===== src/rtl/mips_ctrl_pkg.sv =====
// Shared control constants for the MIPS multi-cycle and single-cycle datapaths:
// ALU op codes, opcode/funct values, PC source encodings, FSM states.
package mips_ctrl_pkg;

  localparam logic [4:0] ALU_ADD = 5'd0;
  localparam logic [4:0] ALU_SUB = 5'd1;
  localparam logic [4:0] ALU_AND = 5'd2;
  localparam logic [4:0] ALU_OR  = 5'd3;
  localparam logic [4:0] ALU_XOR = 5'd4;
  localparam logic [4:0] ALU_NOR = 5'd5;
  localparam logic [4:0] ALU_SLT = 5'd6;

  localparam logic [5:0] OP_RTYPE = 6'h00;
  localparam logic [5:0] OP_J     = 6'h02;
  localparam logic [5:0] OP_BEQ   = 6'h04;
  localparam logic [5:0] OP_ADDI  = 6'h08;
  localparam logic [5:0] OP_LW    = 6'h23;
  localparam logic [5:0] OP_SW    = 6'h2B;

  localparam logic [5:0] FN_ADD = 6'h20;
  localparam logic [5:0] FN_SUB = 6'h22;
  localparam logic [5:0] FN_AND = 6'h24;
  localparam logic [5:0] FN_OR  = 6'h25;
  localparam logic [5:0] FN_XOR = 6'h26;
  localparam logic [5:0] FN_NOR = 6'h27;
  localparam logic [5:0] FN_SLT = 6'h2A;

  localparam logic [1:0] PC_SRC_SEQ    = 2'b00;
  localparam logic [1:0] PC_SRC_BRANCH = 2'b01;
  localparam logic [1:0] PC_SRC_JUMP   = 2'b10;

  typedef enum logic [2:0] {
    S_FETCH,
    S_DECODE,
    S_EXEC,
    S_MEM,
    S_WB,
    S_BRANCH,
    S_JUMP
  } state_t;

  typedef enum logic [2:0] {
    IC_RTYPE,
    IC_LW,
    IC_SW,
    IC_ADDI,
    IC_BEQ,
    IC_J,
    IC_ILLEGAL
  } instr_class_t;

  function automatic instr_class_t decode_opcode(input logic [5:0] opcode);
    case (opcode)
      OP_RTYPE: return IC_RTYPE;
      OP_LW:    return IC_LW;
      OP_SW:    return IC_SW;
      OP_ADDI:  return IC_ADDI;
      OP_BEQ:   return IC_BEQ;
      OP_J:     return IC_J;
      default:  return IC_ILLEGAL;
    endcase
  endfunction

endpackage


===== src/rtl/alu_dec.sv =====
// R-type funct decoder: maps funct to an ALU operation and flags unsupported
// funct codes. Purely combinational so the single-cycle datapath can reuse it.
module alu_dec
  import mips_ctrl_pkg::*;
(
  input  logic [5:0] funct,
  output logic [4:0] alu_control,
  output logic       legal
);

  always_comb begin
    // NOTE: every output gets a default before the case, so no path leaves it
    // unassigned and no latch is inferred.
    alu_control = ALU_ADD;
    legal       = 1'b1;
    case (funct)
      FN_ADD:  alu_control = ALU_ADD;
      FN_SUB:  alu_control = ALU_SUB;
      FN_AND:  alu_control = ALU_AND;
      FN_OR:   alu_control = ALU_OR;
      FN_XOR:  alu_control = ALU_XOR;
      FN_NOR:  alu_control = ALU_NOR;
      FN_SLT:  alu_control = ALU_SLT;
      default: legal       = 1'b0;
    endcase
  end

endmodule


===== src/rtl/mc_control_fsm.sv =====
// Multi-cycle MIPS control unit: sequences FETCH/DECODE/EXEC/MEM/WB (plus
// BRANCH/JUMP), waits on mem_ready, counts retired instructions, flags illegal ones.
module mc_control_fsm
  import mips_ctrl_pkg::*;
#(
  parameter int CNT_W = 32
) (
  input  logic             clk,
  input  logic             rst,
  input  logic [31:0]      instr,
  input  logic             iszero,
  input  logic             mem_ready,
  output logic             RegDst,
  output logic             RegWrite,
  output logic             ALUsrc,
  output logic             MemWrite,
  output logic             MemRead,
  output logic             MemToReg,
  output logic [4:0]       alu_control,
  output logic             IorD,
  output logic             IRWrite,
  output logic             pc_en,
  output logic [1:0]       pc_src,
  output logic             illegal_instr,
  output logic [CNT_W-1:0] retired
);

  state_t       state, next_state;
  instr_class_t iclass;
  logic [4:0]   funct_alu;
  logic         funct_legal;
  logic         retire;

  // Only opcode and funct steer control; the register/immediate fields are datapath-only.
  logic unused_instr_bits;
  assign unused_instr_bits = ^instr[25:6];

  assign iclass = decode_opcode(instr[31:26]);

  alu_dec u_alu_dec (
    .funct       (instr[5:0]),
    .alu_control (funct_alu),
    .legal       (funct_legal)
  );

  always_ff @(posedge clk) begin
    // NOTE: non-blocking assignments for all registered state so every flop
    // samples pre-edge values regardless of statement order.
    if (rst) begin
      state   <= S_FETCH;
      retired <= '0;
    end else begin
      state <= next_state;
      if (retire) retired <= retired + CNT_W'(1);
    end
  end

  always_comb begin
    next_state    = state;
    RegDst        = 1'b0;
    RegWrite      = 1'b0;
    ALUsrc        = 1'b0;
    MemWrite      = 1'b0;
    MemRead       = 1'b0;
    MemToReg      = 1'b0;
    alu_control   = ALU_ADD;
    IorD          = 1'b0;
    IRWrite       = 1'b0;
    pc_en         = 1'b0;
    pc_src        = PC_SRC_SEQ;
    illegal_instr = 1'b0;
    retire        = 1'b0;

    unique case (state)
      S_FETCH: begin
        MemRead = 1'b1;
        if (mem_ready) begin
          IRWrite    = 1'b1;
          pc_en      = 1'b1;
          next_state = S_DECODE;
        end
      end

      S_DECODE: begin
        case (iclass)
          IC_RTYPE: begin
            if (funct_legal) begin
              next_state = S_EXEC;
            end else begin
              illegal_instr = 1'b1;
              next_state    = S_FETCH;
            end
          end
          IC_LW, IC_SW, IC_ADDI: next_state = S_EXEC;
          IC_BEQ:                next_state = S_BRANCH;
          IC_J:                  next_state = S_JUMP;
          default: begin
            illegal_instr = 1'b1;
            next_state    = S_FETCH;
          end
        endcase
      end

      S_EXEC: begin
        if (iclass == IC_RTYPE) begin
          alu_control = funct_alu;
        end else begin
          ALUsrc = 1'b1;
        end
        next_state = (iclass == IC_LW || iclass == IC_SW) ? S_MEM : S_WB;
      end

      // Strobes stay up every waiting cycle; the access completes only on mem_ready.
      S_MEM: begin
        IorD     = 1'b1;
        ALUsrc   = 1'b1;
        MemRead  = (iclass == IC_LW);
        MemWrite = (iclass == IC_SW);
        if (mem_ready) begin
          if (iclass == IC_LW) begin
            next_state = S_WB;
          end else begin
            retire     = 1'b1;
            next_state = S_FETCH;
          end
        end
      end

      S_WB: begin
        RegWrite   = 1'b1;
        RegDst     = (iclass == IC_RTYPE);
        MemToReg   = (iclass == IC_LW);
        retire     = 1'b1;
        next_state = S_FETCH;
      end

      S_BRANCH: begin
        alu_control = ALU_SUB;
        pc_en       = iszero;
        pc_src      = PC_SRC_BRANCH;
        retire      = 1'b1;
        next_state  = S_FETCH;
      end

      S_JUMP: begin
        pc_en      = 1'b1;
        pc_src     = PC_SRC_JUMP;
        retire     = 1'b1;
        next_state = S_FETCH;
      end

      default: next_state = S_FETCH;
    endcase

    // Reset overrides the decode so an in-flight instruction aborts without writing.
    if (rst) begin
      RegWrite      = 1'b0;
      MemWrite      = 1'b0;
      MemRead       = 1'b0;
      IRWrite       = 1'b0;
      pc_en         = 1'b0;
      illegal_instr = 1'b0;
      alu_control   = ALU_ADD;
      retire        = 1'b0;
    end
  end

endmodule


===== config.mk =====
export PLATFORM = sky130hd
export DESIGN_NAME = mc_control_fsm
export DESIGN_NICKNAME = d
export VERILOG_FILES = /design/src/rtl/mips_ctrl_pkg.sv /design/src/rtl/alu_dec.sv /design/src/rtl/mc_control_fsm.sv
export SDC_FILE = /design/constraint.sdc
export NUM_CORES = 1
export LEC_CHECK = 0
export CORE_UTILIZATION = 35
export DETAILED_ROUTE_END_ITERATION = 6
export DONT_BUFFER_PORTS = 1
export HOLD_SLACK_MARGIN = 0.15
export PLACE_DENSITY_LB_ADDON = 0.2
export SYNTH_ARGS = -nofsm -noshare
export SYNTH_HDL_FRONTEND = slang
export SYNTH_SLANG_ARGS = --single-unit

===== constraint.sdc =====
create_clock -name clk -period 5.9 [get_ports clk]
set_clock_uncertainty 0.15 [all_clocks]
set_input_delay 0.59 -clock clk [delete_from_list [all_inputs] [get_ports clk]]
set_output_delay 0.59 -clock clk [all_outputs]
set_load 0.03 [all_outputs]

==> run_results.csv, run 1 <==
group,metric,value,unit
pwr,cellLeakagePower,0.709,nW
global_routing,total_global_routing_overflow,0,
clocking,cts_hold_repair.buffers,0,
worst_hold_path,hold_path_startpoint,"rst",
clocking,cts_repair_resize_count,0,
sta,timing.final.setup_violations,0,
status,outcome,"finished clean",
synth,yosys_warnings,0,
worst_setup_path,timing.critical_path.fanout_max,8,
synth,number_of_synthesized_flops_with_an_enable_pin,0,
synth,netlist_area,2150,sq um
synth,synth_seq_cells,35,
die,floorplan.core_area,5920,sq um
final_layout,num-nets-final,310,
routing,route.antenna.remaining_nets,0,
synth,post_synthesis_cells,279,
synth,synth_area_leaders,"dfxtp_1 33%, nor2_1 5.8%, a21oi_1 5.6%",
die,initial_core_util,36.3,%
sta,timing_worst_slew_pin_value,1.02,ns
sta,rsz_0062_raised_after_global_routing,"no",
global_routing,gr-usage-all-layers,16.3,%
final_layout,fraction_of_layout_cells_with_a_size_suffix_above_1,5.11,%
clocking,cts_made_buffers,5,
final_layout,layout-area-overhead-vs-synth,5.53,%
sta,layout_min_cycle_time,3.30,ns
clocking,cts.reportedPaths.clkPinSlew,0.07,ns
global_routing,grt_pass1_vias,1692,
worst_hold_path,worst_hold_path_type,"input pin to flop",
clocking,tritoncts_num_sinks,35,
synth,syn_area_per_cell,7.70,sq um
worst_setup_path,worst-endpoint-required,5.16,ns
placement,dp.cells,341,
clocking,cts_root_buffer,"clkbuf_8",
sta,slew_viol_final,0,
sta,clock.fmax,0.303,GHz
placement,gp_routability_congestion,0.798,
sta,max-slew-margin-rel,31.5,%
worst_setup_path,worstSetupPathType,"input pin to primary output",
global_routing,grt_antenna_before_repair,0,
clocking,clk_latency,0.29,ns
synth,synth.top_cell.area_share,32.6,%
die,die-area,6460,sq um
synth,synth_top_cell_by_area,"dfxtp_1",
worst_setup_path,cp.arrival,2.56,ns
die,rows,28,
final_layout,n_antenna_cell,0,
routing,route.final.wire_length,5100,um
placement,place_worst_setup_slack,2.60,ns
placement,buffer_ports.inserted,0,
sta,fin_setup_tns,0,ns
synth,synth-main-ff-cell,"dfxtp_1",
routing,vias_per_cell,5.65,
sta,finalHoldViolations,0,
sta,layout_worst_path_cycle_share,55.9,%
worst_setup_path,startpoint_type,"input pin",
sta,postLayoutSetupSlackWorst,2.60,ns
die,die_h,80.3,um
routing,route.vias.total,1973,
worst_setup_path,setup.worst_path.end_class,"primary output",
placement,dpl-instance-area,2170,sq um
routing,first_iter_violations,79,
flow_run,cap_viol_max_count,0,
pwr,vdd_ir_drop_max,0.000103,V
worst_setup_path,worst_r2r_startpoint,"retired[6]$_SDFFE_PP0P_",
clocking,cts.repair_timing.setup_buffer_count,0,
synth,synth-async-reset-ratio,0,%
clocking,cts_max_level,2,
global_routing,wire_length_of_the_first_global_routing_pass,8240,um
final_layout,post-route-util,38.3,%
final_layout,postLayoutCellArea,2270,sq um
final_layout,stdcell_count,349,
routing,remaining_drc_errors,0,
placement,dp_hpwl,3740,um
synth,netlist-cell-type-count,50,
pwr,power_per_cell_area,200,nW/um^2
global_routing,largest_net_degree_at_the_start_of_global_routing,43,
clocking,cts_tree,"built",
die,io_pins,85,
clocking,clk_path_buf_depth,2,
routing,wl_per_cell,14.6,um
worst_setup_path,timing.critical_path.from,"instr[29]",
die,die-width,80.3,um
routing,first_pass_iters,4,
synth,part_of_the_yosys_area_used_for_sequential_elements,32.6,%
## metal layers
layer  vias to the layer above  part of all wire, %  GRT usage (%)  routed length [um]
met5                         -                    0              0                   0
met4                         0                 0.74           5.36                  38
met3                         4                  4.3           4.66                 221
met2                        36                   49           26.9                2490
met1                       923                   46           20.3                2350
li1                       1010                    -              -                   -
## kinds of logic after synthesis
| logic type | after synthesis | share of synthesized area, % |
|---|---|---|
| AOI/OAI and AO/OA | 71 | 22.1 |
| other | 1 | 0.175 |
| and+or+nand+nor | 127 | 30.4 |
| DFF | 35 | 32.6 |
| muxes | 3 | 1.51 |
| buffers and inverters | 23 | 5.24 |
| xor gates and xnor gates | 17 | 6.93 |
| adders and majority gates | 2 | 1.05 |
## state kept, by name (all words and copies together) (netlist names)
| signal | count |
|---|---|
| state | 3 |
| retired | 32 |
## synthesized netlist by cell type (3+ instances only)
library cell  number
dfxtp_1           35
nor2_1            33
nand2_1           26
a21oi_1           24
o21ai_0           17
or3_1             13
nand3_1           10
xor2_1            10
inv_1              9
nor3_1             9
and3_1             7
clkbuf_1           7
o2111ai_1          7
xnor2_1            7
nand4_1            6
and4_1             4
nand2b_1           4
nor2b_1            4
a2111oi_0          3
buf_4              3
## power by group
part	switching (mW)	internal [mW]	total, mW
registers	0.00195	0.237	0.239
logic	0.0142	0.00811	0.0223
clock network	0.0854	0.107	0.192
## worst max-delay path: stages
cell and delay, ns:
nor3_1 0.43, nand2_1 0.19, or3_1 0.45, o32ai_1 0.89
## stage by stage
step / hold slack [ns] / power [mW]
2_1_floorplan: 0.377 / 0.269
3_3_place_gp: 0.425 / 0.266
3_5_place_dp: 0.426 / 0.267
4_1_cts: 0.203 / 0.462
5_1_grt: 0.203 / 0.473
6_report: 0.221 / 0.453
## final timing paths
check / cells past startpoint / slack [ns] / to
setup / recovery: 4 / 2.60 / alu_control[0]
hold / removal: 1 / 0.22 / retired[22]$_SDFFE_PP0P_
setup reg to reg: 5 / 3.48 / retired[24]$_SDFFE_PP0P_
hold reg to reg: 1 / 0.46 / state[0]$_SDFFE_PP0P_
## placed cells by master (no fill, tap or decap), types with 2 or more instances in the layout
cell type	instances
o32ai_1	2
nor2b_1	4
and4_1	4
nand4_1	6
conb_1	2
nor2_1	33
inv_1	9
dfxtp_1	35
nand2b_1	4
o31ai_1	2
or4_1	2
a31o_2	2
a2111oi_0	3
and3_1	7
o21ai_0	17
mux2_2	2
and4b_1	2
nor3b_1	2
a2111o_1	2
and2_1	2
o2111ai_1	7
clkbuf_8	7
a21oi_1	24
xnor2_1	7
or3_1	13
nor3_1	9
xor2_1	10
nand2_1	26
nand3_1	10
## area by class of cell
| cell class | instances | area, sq um |
|---|---|---|
| tap | 75 | 93.8 |
| inverter | 9 | 33.8 |
| sequential | 35 | 701 |
| fill | 621 | 3650 |
| clock buffer | 8 | 100 |
| multi-input combinational | 222 | 1340 |
Note: power is estimated with default switching activity, not from simulation.
==> inputs of run 2 (changes only) <==
Clock period 5.9 ns to 3.2 ns, I/O delays scaled along.
==> run_results.csv, run 2 (synthesis results as in run 1) <==
group,metric,value,unit
sta,layout_min_cycle_time,2.93,ns
final_layout,top_regs,"retired x32, state x3",
sta,layout_worst_path_cycle_share,91.4,%
sta,finalHoldViolations,0,
sta,timing.final.setup_violations,0,
global_routing,wire_length_of_the_first_global_routing_pass,8550,um
routing,wl_per_cell,14.9,um
worst_setup_path,cp.arrival,3.02,ns
clocking,cts_max_level,2,
global_routing,grt_antenna_before_repair,0,
die,initial_core_util,36.3,%
worst_setup_path,worst_path_largest_cell_delay,0.62,ns
final_layout,max_reg_flops,32,
clocking,clk_path_buf_depth,2,
final_layout,n_antenna_cell,0,
status,outcome,"finished clean",
worst_setup_path,startpoint_type,"flop",
worst_hold_path,worst_hold_path_type,"input pin to flop",
final_layout,layout.cells.most_common_list,"35 x dfxtp_1, 33 x nor2_1, 26 x nand2_1, 24 x a21oi_1, 17 x o21ai_0",
die,die-width,80.3,um
die,floorplan.core_area,5920,sq um
final_layout,layout.cells.most_common,"dfxtp_1",
worst_setup_path,cp_cell_sequence,"and4_1 > nand4_1 > a2111o_1 > or3_1 > a21oi_1 > dlygate4sd3_1",
sta,slew_viol_final,0,
clocking,cts_tree,"built",
routing,first_pass_iters,4,
final_layout,layout-area-overhead-vs-synth,10.9,%
worst_setup_path,worstSetupPathType,"flop to flop",
worst_setup_path,setup.worst_path.end_class,"flop",
placement,dp_hpwl,3780,um
placement,dpl-instance-area,2200,sq um
sta,rsz_0062_raised_after_global_routing,"no",
flow_run,cap_viol_max_count,0,
global_routing,total_global_routing_overflow,0,
global_routing,gr-usage-all-layers,17.1,%
placement,buffer_ports.inserted,0,
global_routing,grt_pass1_vias,1799,
sta,max-slew-margin-rel,35.7,%
clocking,cts.repair_timing.setup_buffer_count,0,
final_layout,postLayoutCellArea,2380,sq um
final_layout,filler_cell_count,632,
die,rows,28,
routing,first_iter_violations,103,
die,die-area,6460,sq um
clocking,cts.reportedPaths.clkPinSlew,0.08,ns
die,io_pins,85,
worst_setup_path,timing.critical_path.fanout_max,7,
sta,clock.fmax,0.342,GHz
sta,fin_setup_tns,0,ns
routing,route.final.wire_length,5340,um
global_routing,largest_net_degree_at_the_start_of_global_routing,37,
clocking,cts_made_buffers,5,
placement,gp_routability_congestion,0.810,
final_layout,fraction_of_layout_cells_with_a_size_suffix_above_1,7.09,%
worst_setup_path,worst-endpoint-required,3.30,ns
clocking,clk_latency,0.30,ns
routing,vias_per_cell,5.62,
clocking,tritoncts_num_sinks,35,
clocking,cts_root_buffer,"clkbuf_8",
pwr,cellLeakagePower,0.768,nW
worst_setup_path,critical-path-slowest-cell,"dfxtp_1",
pwr,power_per_cell_area,413,nW/um^2
routing,route.vias.total,2006,
routing,remaining_drc_errors,0,
final_layout,post-route-util,40.3,%
routing,route.antenna.remaining_nets,0,
die,die_h,80.3,um
final_layout,num-nets-final,318,
pwr,vdd_ir_drop_max,0.000269,V
sta,timing_worst_slew_pin_value,0.962,ns
worst_setup_path,worst-r2r-setup-slack,0.27,ns
final_layout,regMostFlops,"retired",
[run 2: layer usage]
metal	share of wire, %	GRT usage (%)	vias to the layer above
li1	-	-	1026
met1	48	21.0	935
met2	46	27.5	39
met3	4.9	6.02	6
met4	1.1	5.89	0
met5	0	0	-
[run 2: power by group]
part	internal, mW	switching [mW]	total [mW]
combinational	0.0203	0.0344	0.0547
clock	0.311	0.178	0.489
sequential	0.436	0.00361	0.440
total	0.768	0.216	0.984
[run 2: layout make-up]
class	instances	area (sq um)	area share (%)
clock buffer	5	68.8	2.89
clock inverter	3	67.6	2.83
inverter	9	33.8	1.42
multi-input combinational	222	1340	56.2
sequential	35	701	29.4
tap	75	93.8	3.94
timing repair buffer	8	80.1	3.36
[run 2: critical path: cells and delay by family, from the launching register on]
kind / cells / cell delay [ns]
compound gates: 2 / 0.68
buf+inv: 1 / 0.55
flops: 1 / 0.62
simple gates: 3 / 0.87
[run 2: final timing paths]
path | endpoint | startpoint | depth (start not counted)
setup / recovery | retired[31]$_SDFFE_PP0P_ | retired[6]$_SDFFE_PP0P_ | 6
hold / removal | state[1]$_SDFFE_PP0P_ | instr[27] | 3
setup reg to reg | retired[31]$_SDFFE_PP0P_ | retired[6]$_SDFFE_PP0P_ | 6
hold reg to reg | state[0]$_SDFFE_PP0P_ | state[0]$_SDFFE_PP0P_ | 1
[run 2: timing repair]
action / in CTS / in global routing
endpoints found under the hold margin: 35 / 0
gates resized for setup: 0 / 0
hold buffers: 4 / 0
[run 2: stage by stage]
stage               power, mW  instances  hold WS [ns]  setup slack, ns
floorplan               0.496        280         0.372            0.641
global placement        0.493        345         0.244            0.781
detailed placement      0.493        345         0.246            0.780
CTS                     0.996        357         0.164            0.286
global route             1.02        357         0.181            0.128
finish                  0.984        357         0.174            0.275
==> inputs of run 3 (changes only) <==
Settings changed: ABC_AREA set to 1.
==> run_results.csv, run 3 <==
group,metric,value,unit
status,outcome,"finished clean",
global_routing,largest_net_degree_at_the_start_of_global_routing,27,
synth,synth_area_leaders,"dfxtp_1 28%, nand2_1 24%, nor2_1 11%",
synth,yosys_warnings,0,
worst_setup_path,worstSetupPathType,"flop to flop",
synth,netlist-cell-type-count,31,
sta,layout_min_cycle_time,2.59,ns
placement,place_worst_setup_slack,1.05,ns
synth,synth_top_cell_by_area,"dfxtp_1",
pwr,cellLeakagePower,1.00,nW
routing,route.final.wire_length,6920,um
routing,route.vias.total,2608,
final_layout,top_regs,"retired x32, state x3",
routing,first_pass_iters,4,
worst_hold_path,worst_hold_path_type,"input pin to flop",
clocking,cts_made_buffers,5,
synth,syn_area_per_cell,5.86,sq um
synth,synth-async-reset-ratio,0,%
sta,rsz_0062_raised_after_global_routing,"no",
placement,dp_hpwl,5220,um
worst_setup_path,timing.critical_path.buf_inv,2,
final_layout,layout.cells.most_common,"nand2_1",
clocking,cts_max_level,2,
flow_run,cap_viol_max_count,0,
routing,vias_per_cell,4.89,
final_layout,post-route-util,39.9,%
sta,layout_worst_path_cycle_share,80.9,%
synth,synth-main-ff-cell,"dfxtp_1",
sta,postLayoutSetupSlackWorst,0.612,ns
routing,remaining_drc_errors,0,
die,rows,30,
worst_setup_path,critical-path-slowest-cell,"dfxtp_1",
global_routing,grt_pass1_vias,2532,
placement,gp_routability_congestion,0.905,
final_layout,num-nets-final,473,
global_routing,gr-usage-all-layers,20.3,%
pwr,power_per_cell_area,296,nW/um^2
pwr,vdd_ir_drop_max,0.000121,V
worst_setup_path,cp.arrival,2.67,ns
sta,timing.final.setup_violations,0,
worst_setup_path,setup.worst_path.end_class,"flop",
worst_setup_path,path_common_cell,"nand2_1",
final_layout,seq_area,701,sq um
clocking,tritoncts_num_sinks,35,
die,die_h,87.0,um
final_layout,multi_input_area,1600,sq um
synth,netlist_area,2530,sq um
final_layout,filler_cell_count,790,
clocking,cts_repair_resize_count,0,
sta,fin_setup_tns,0,ns
final_layout,n_antenna_cell,0,
global_routing,total_global_routing_overflow,0,
placement,dpl-instance-area,2610,sq um
global_routing,wire_length_of_the_first_global_routing_pass,12100,um
final_layout,max_reg_flops,32,
synth,post_synthesis_cells,431,
clocking,cts.reportedPaths.clkPinSlew,0.07,ns
sta,max-slew-margin-rel,38.7,%
die,floorplan.core_area,6870,sq um
die,initial_core_util,36.8,%
synth,number_of_synthesized_flops_with_an_enable_pin,0,
clocking,cts_tree,"built",
clocking,clk_path_buf_depth,2,
final_layout,layout.cells.most_common_list,"164 x nand2_1, 73 x nor2_1, 35 x inv_1, 35 x dfxtp_1, 22 x a21oi_1",
sta,finalHoldViolations,0,
synth,part_of_the_yosys_area_used_for_sequential_elements,27.7,%
synth,synth.cells.most_frequent,"164 x nand2_1, 73 x nor2_1, 35 x dfxtp_1, 35 x inv_1, 22 x a21oi_1",
synth,synth_most_common_cell,"nand2_1",
clocking,cts.repair_timing.setup_buffer_count,0,
die,die-width,87.0,um
worst_setup_path,worst-endpoint-required,3.28,ns
worst_setup_path,cp_cell_sequence,"ha_1 > inv_1 > nor2_2 > nand2_1 > nor2_1 > xor2_1 > nand2_1 > a21oi_2 > dlygate4sd3_1",
routing,route.antenna.remaining_nets,0,
global_routing,grt_antenna_before_repair,0,
die,io_pins,85,
synth,synth.top_cell.area_share,27.7,%
worst_setup_path,worst_path_largest_cell_delay,0.57,ns
sta,slew_viol_final,0,
worst_setup_path,timing.critical_path.fanout_max,5,
final_layout,fraction_of_layout_cells_with_a_size_suffix_above_1,7.55,%
die,die-area,7560,sq um
clocking,clk_latency,0.29,ns
worst_setup_path,cp_top_family,"simple AND/OR/NAND/NOR gates",
final_layout,layout-area-overhead-vs-synth,8.47,%
clocking,cts_root_buffer,"clkbuf_8",
final_layout,regMostFlops,"retired",
placement,buffer_ports.inserted,0,
synth,synth_seq_cells,35,
sta,timing_worst_slew_pin_value,0.913,ns
routing,first_iter_violations,114,
sta,clock.fmax,0.386,GHz
routing,wl_per_cell,13.0,um
worst_setup_path,startpoint_type,"flop",
final_layout,postLayoutCellArea,2740,sq um
[run 3: cell count changes after synthesis, sizes merged, moves of 6 or more]
| cell | change |
|---|---|
| and3 | -8 |
| inv | +28 |
| nand2 | +140 |
| nand3 | +13 |
| nand3b | +11 |
| nor2 | +46 |
| o2111ai | -7 |
| o21ai | -10 |
| or3 | -13 |
| xnor2 | -6 |
[run 3: area by class of cell]
cell class,instances,share of cell area [%]
Clock inverter,1,0.183
Tap cell,96,4.38
Timing Repair Buffer,9,3.19
Multi-Input combinational cell,346,58.2
Clock buffer,7,2.78
Sequential cell,35,25.6
Inverter,39,5.71
[run 3: kinds of logic (layout without fill, tap and decap cells)]
| group | Yosys count | after routing | synth area share [%] |
|---|---|---|---|
| buffers and inverters | 51 | 56 | 9.31 |
| adders and majority gates | 1 | 1 | 0.495 |
| and+or+nand+nor | 294 | 294 | 50.0 |
| DFF | 35 | 35 | 27.7 |
| xor gates and xnor gates | 10 | 10 | 3.47 |
| other | 1 | 2 | 0.148 |
| AOI/OAI and AO/OA | 39 | 39 | 8.81 |
[run 3: final timing paths]
path	depth (start not counted)	slack (ns)	start	endpoint
max reg2reg	9	0.61	retired[0]$_SDFFE_PP0P_	retired[16]$_SDFFE_PP0P_
max	9	0.61	retired[0]$_SDFFE_PP0P_	retired[16]$_SDFFE_PP0P_
min	4	0.15	instr[28]	state[0]$_SDFFE_PP0P_
min reg2reg	2	0.50	retired[31]$_SDFFE_PP0P_	retired[31]$_SDFFE_PP0P_
[run 3: worst min-delay path: stages]
cell and delay [ns]:
nand4_1 0.07, nand3_1 0.06, nand2_1 0.06, nand2_1 0.04
[run 3: what timing repair did]
| item | 4_1_cts | 5_1_grt |
|---|---|---|
| endpoints found under the hold margin | 28 | 0 |
| hold buffers | 4 | 0 |
| endpoints found under the setup margin | 0 | 0 |
[run 3: power by group]
group	switching (mW)	internal [mW]	leakage, nW
Combinational	0.0407	0.0159	0.680
Sequential	0.00248	0.437	0.282
Clock	0.161	0.153	0.0422
Total	0.205	0.605	1.00
[run 3: metal layers]
layer | up-vias | share of wire [%] | global-route usage, %
li1 | 1371 | - | -
met1 | 1163 | 48 | 26.2
met2 | 65 | 45 | 33.6
met3 | 9 | 6.1 | 5.02
met4 | 0 | 1.3 | 5.61
met5 | - | 0 | 0
[run 3: stage by stage]
step | cells | total power, mW | hold WS (ns)
CTS | 533 | 0.820 | 0.154
global placement | 521 | 0.494 | 0.239
detailed placement | 521 | 0.495 | 0.242
global route | 533 | 0.846 | 0.187
floorplan | 432 | 0.496 | 0.365
finish | 533 | 0.810 | 0.153
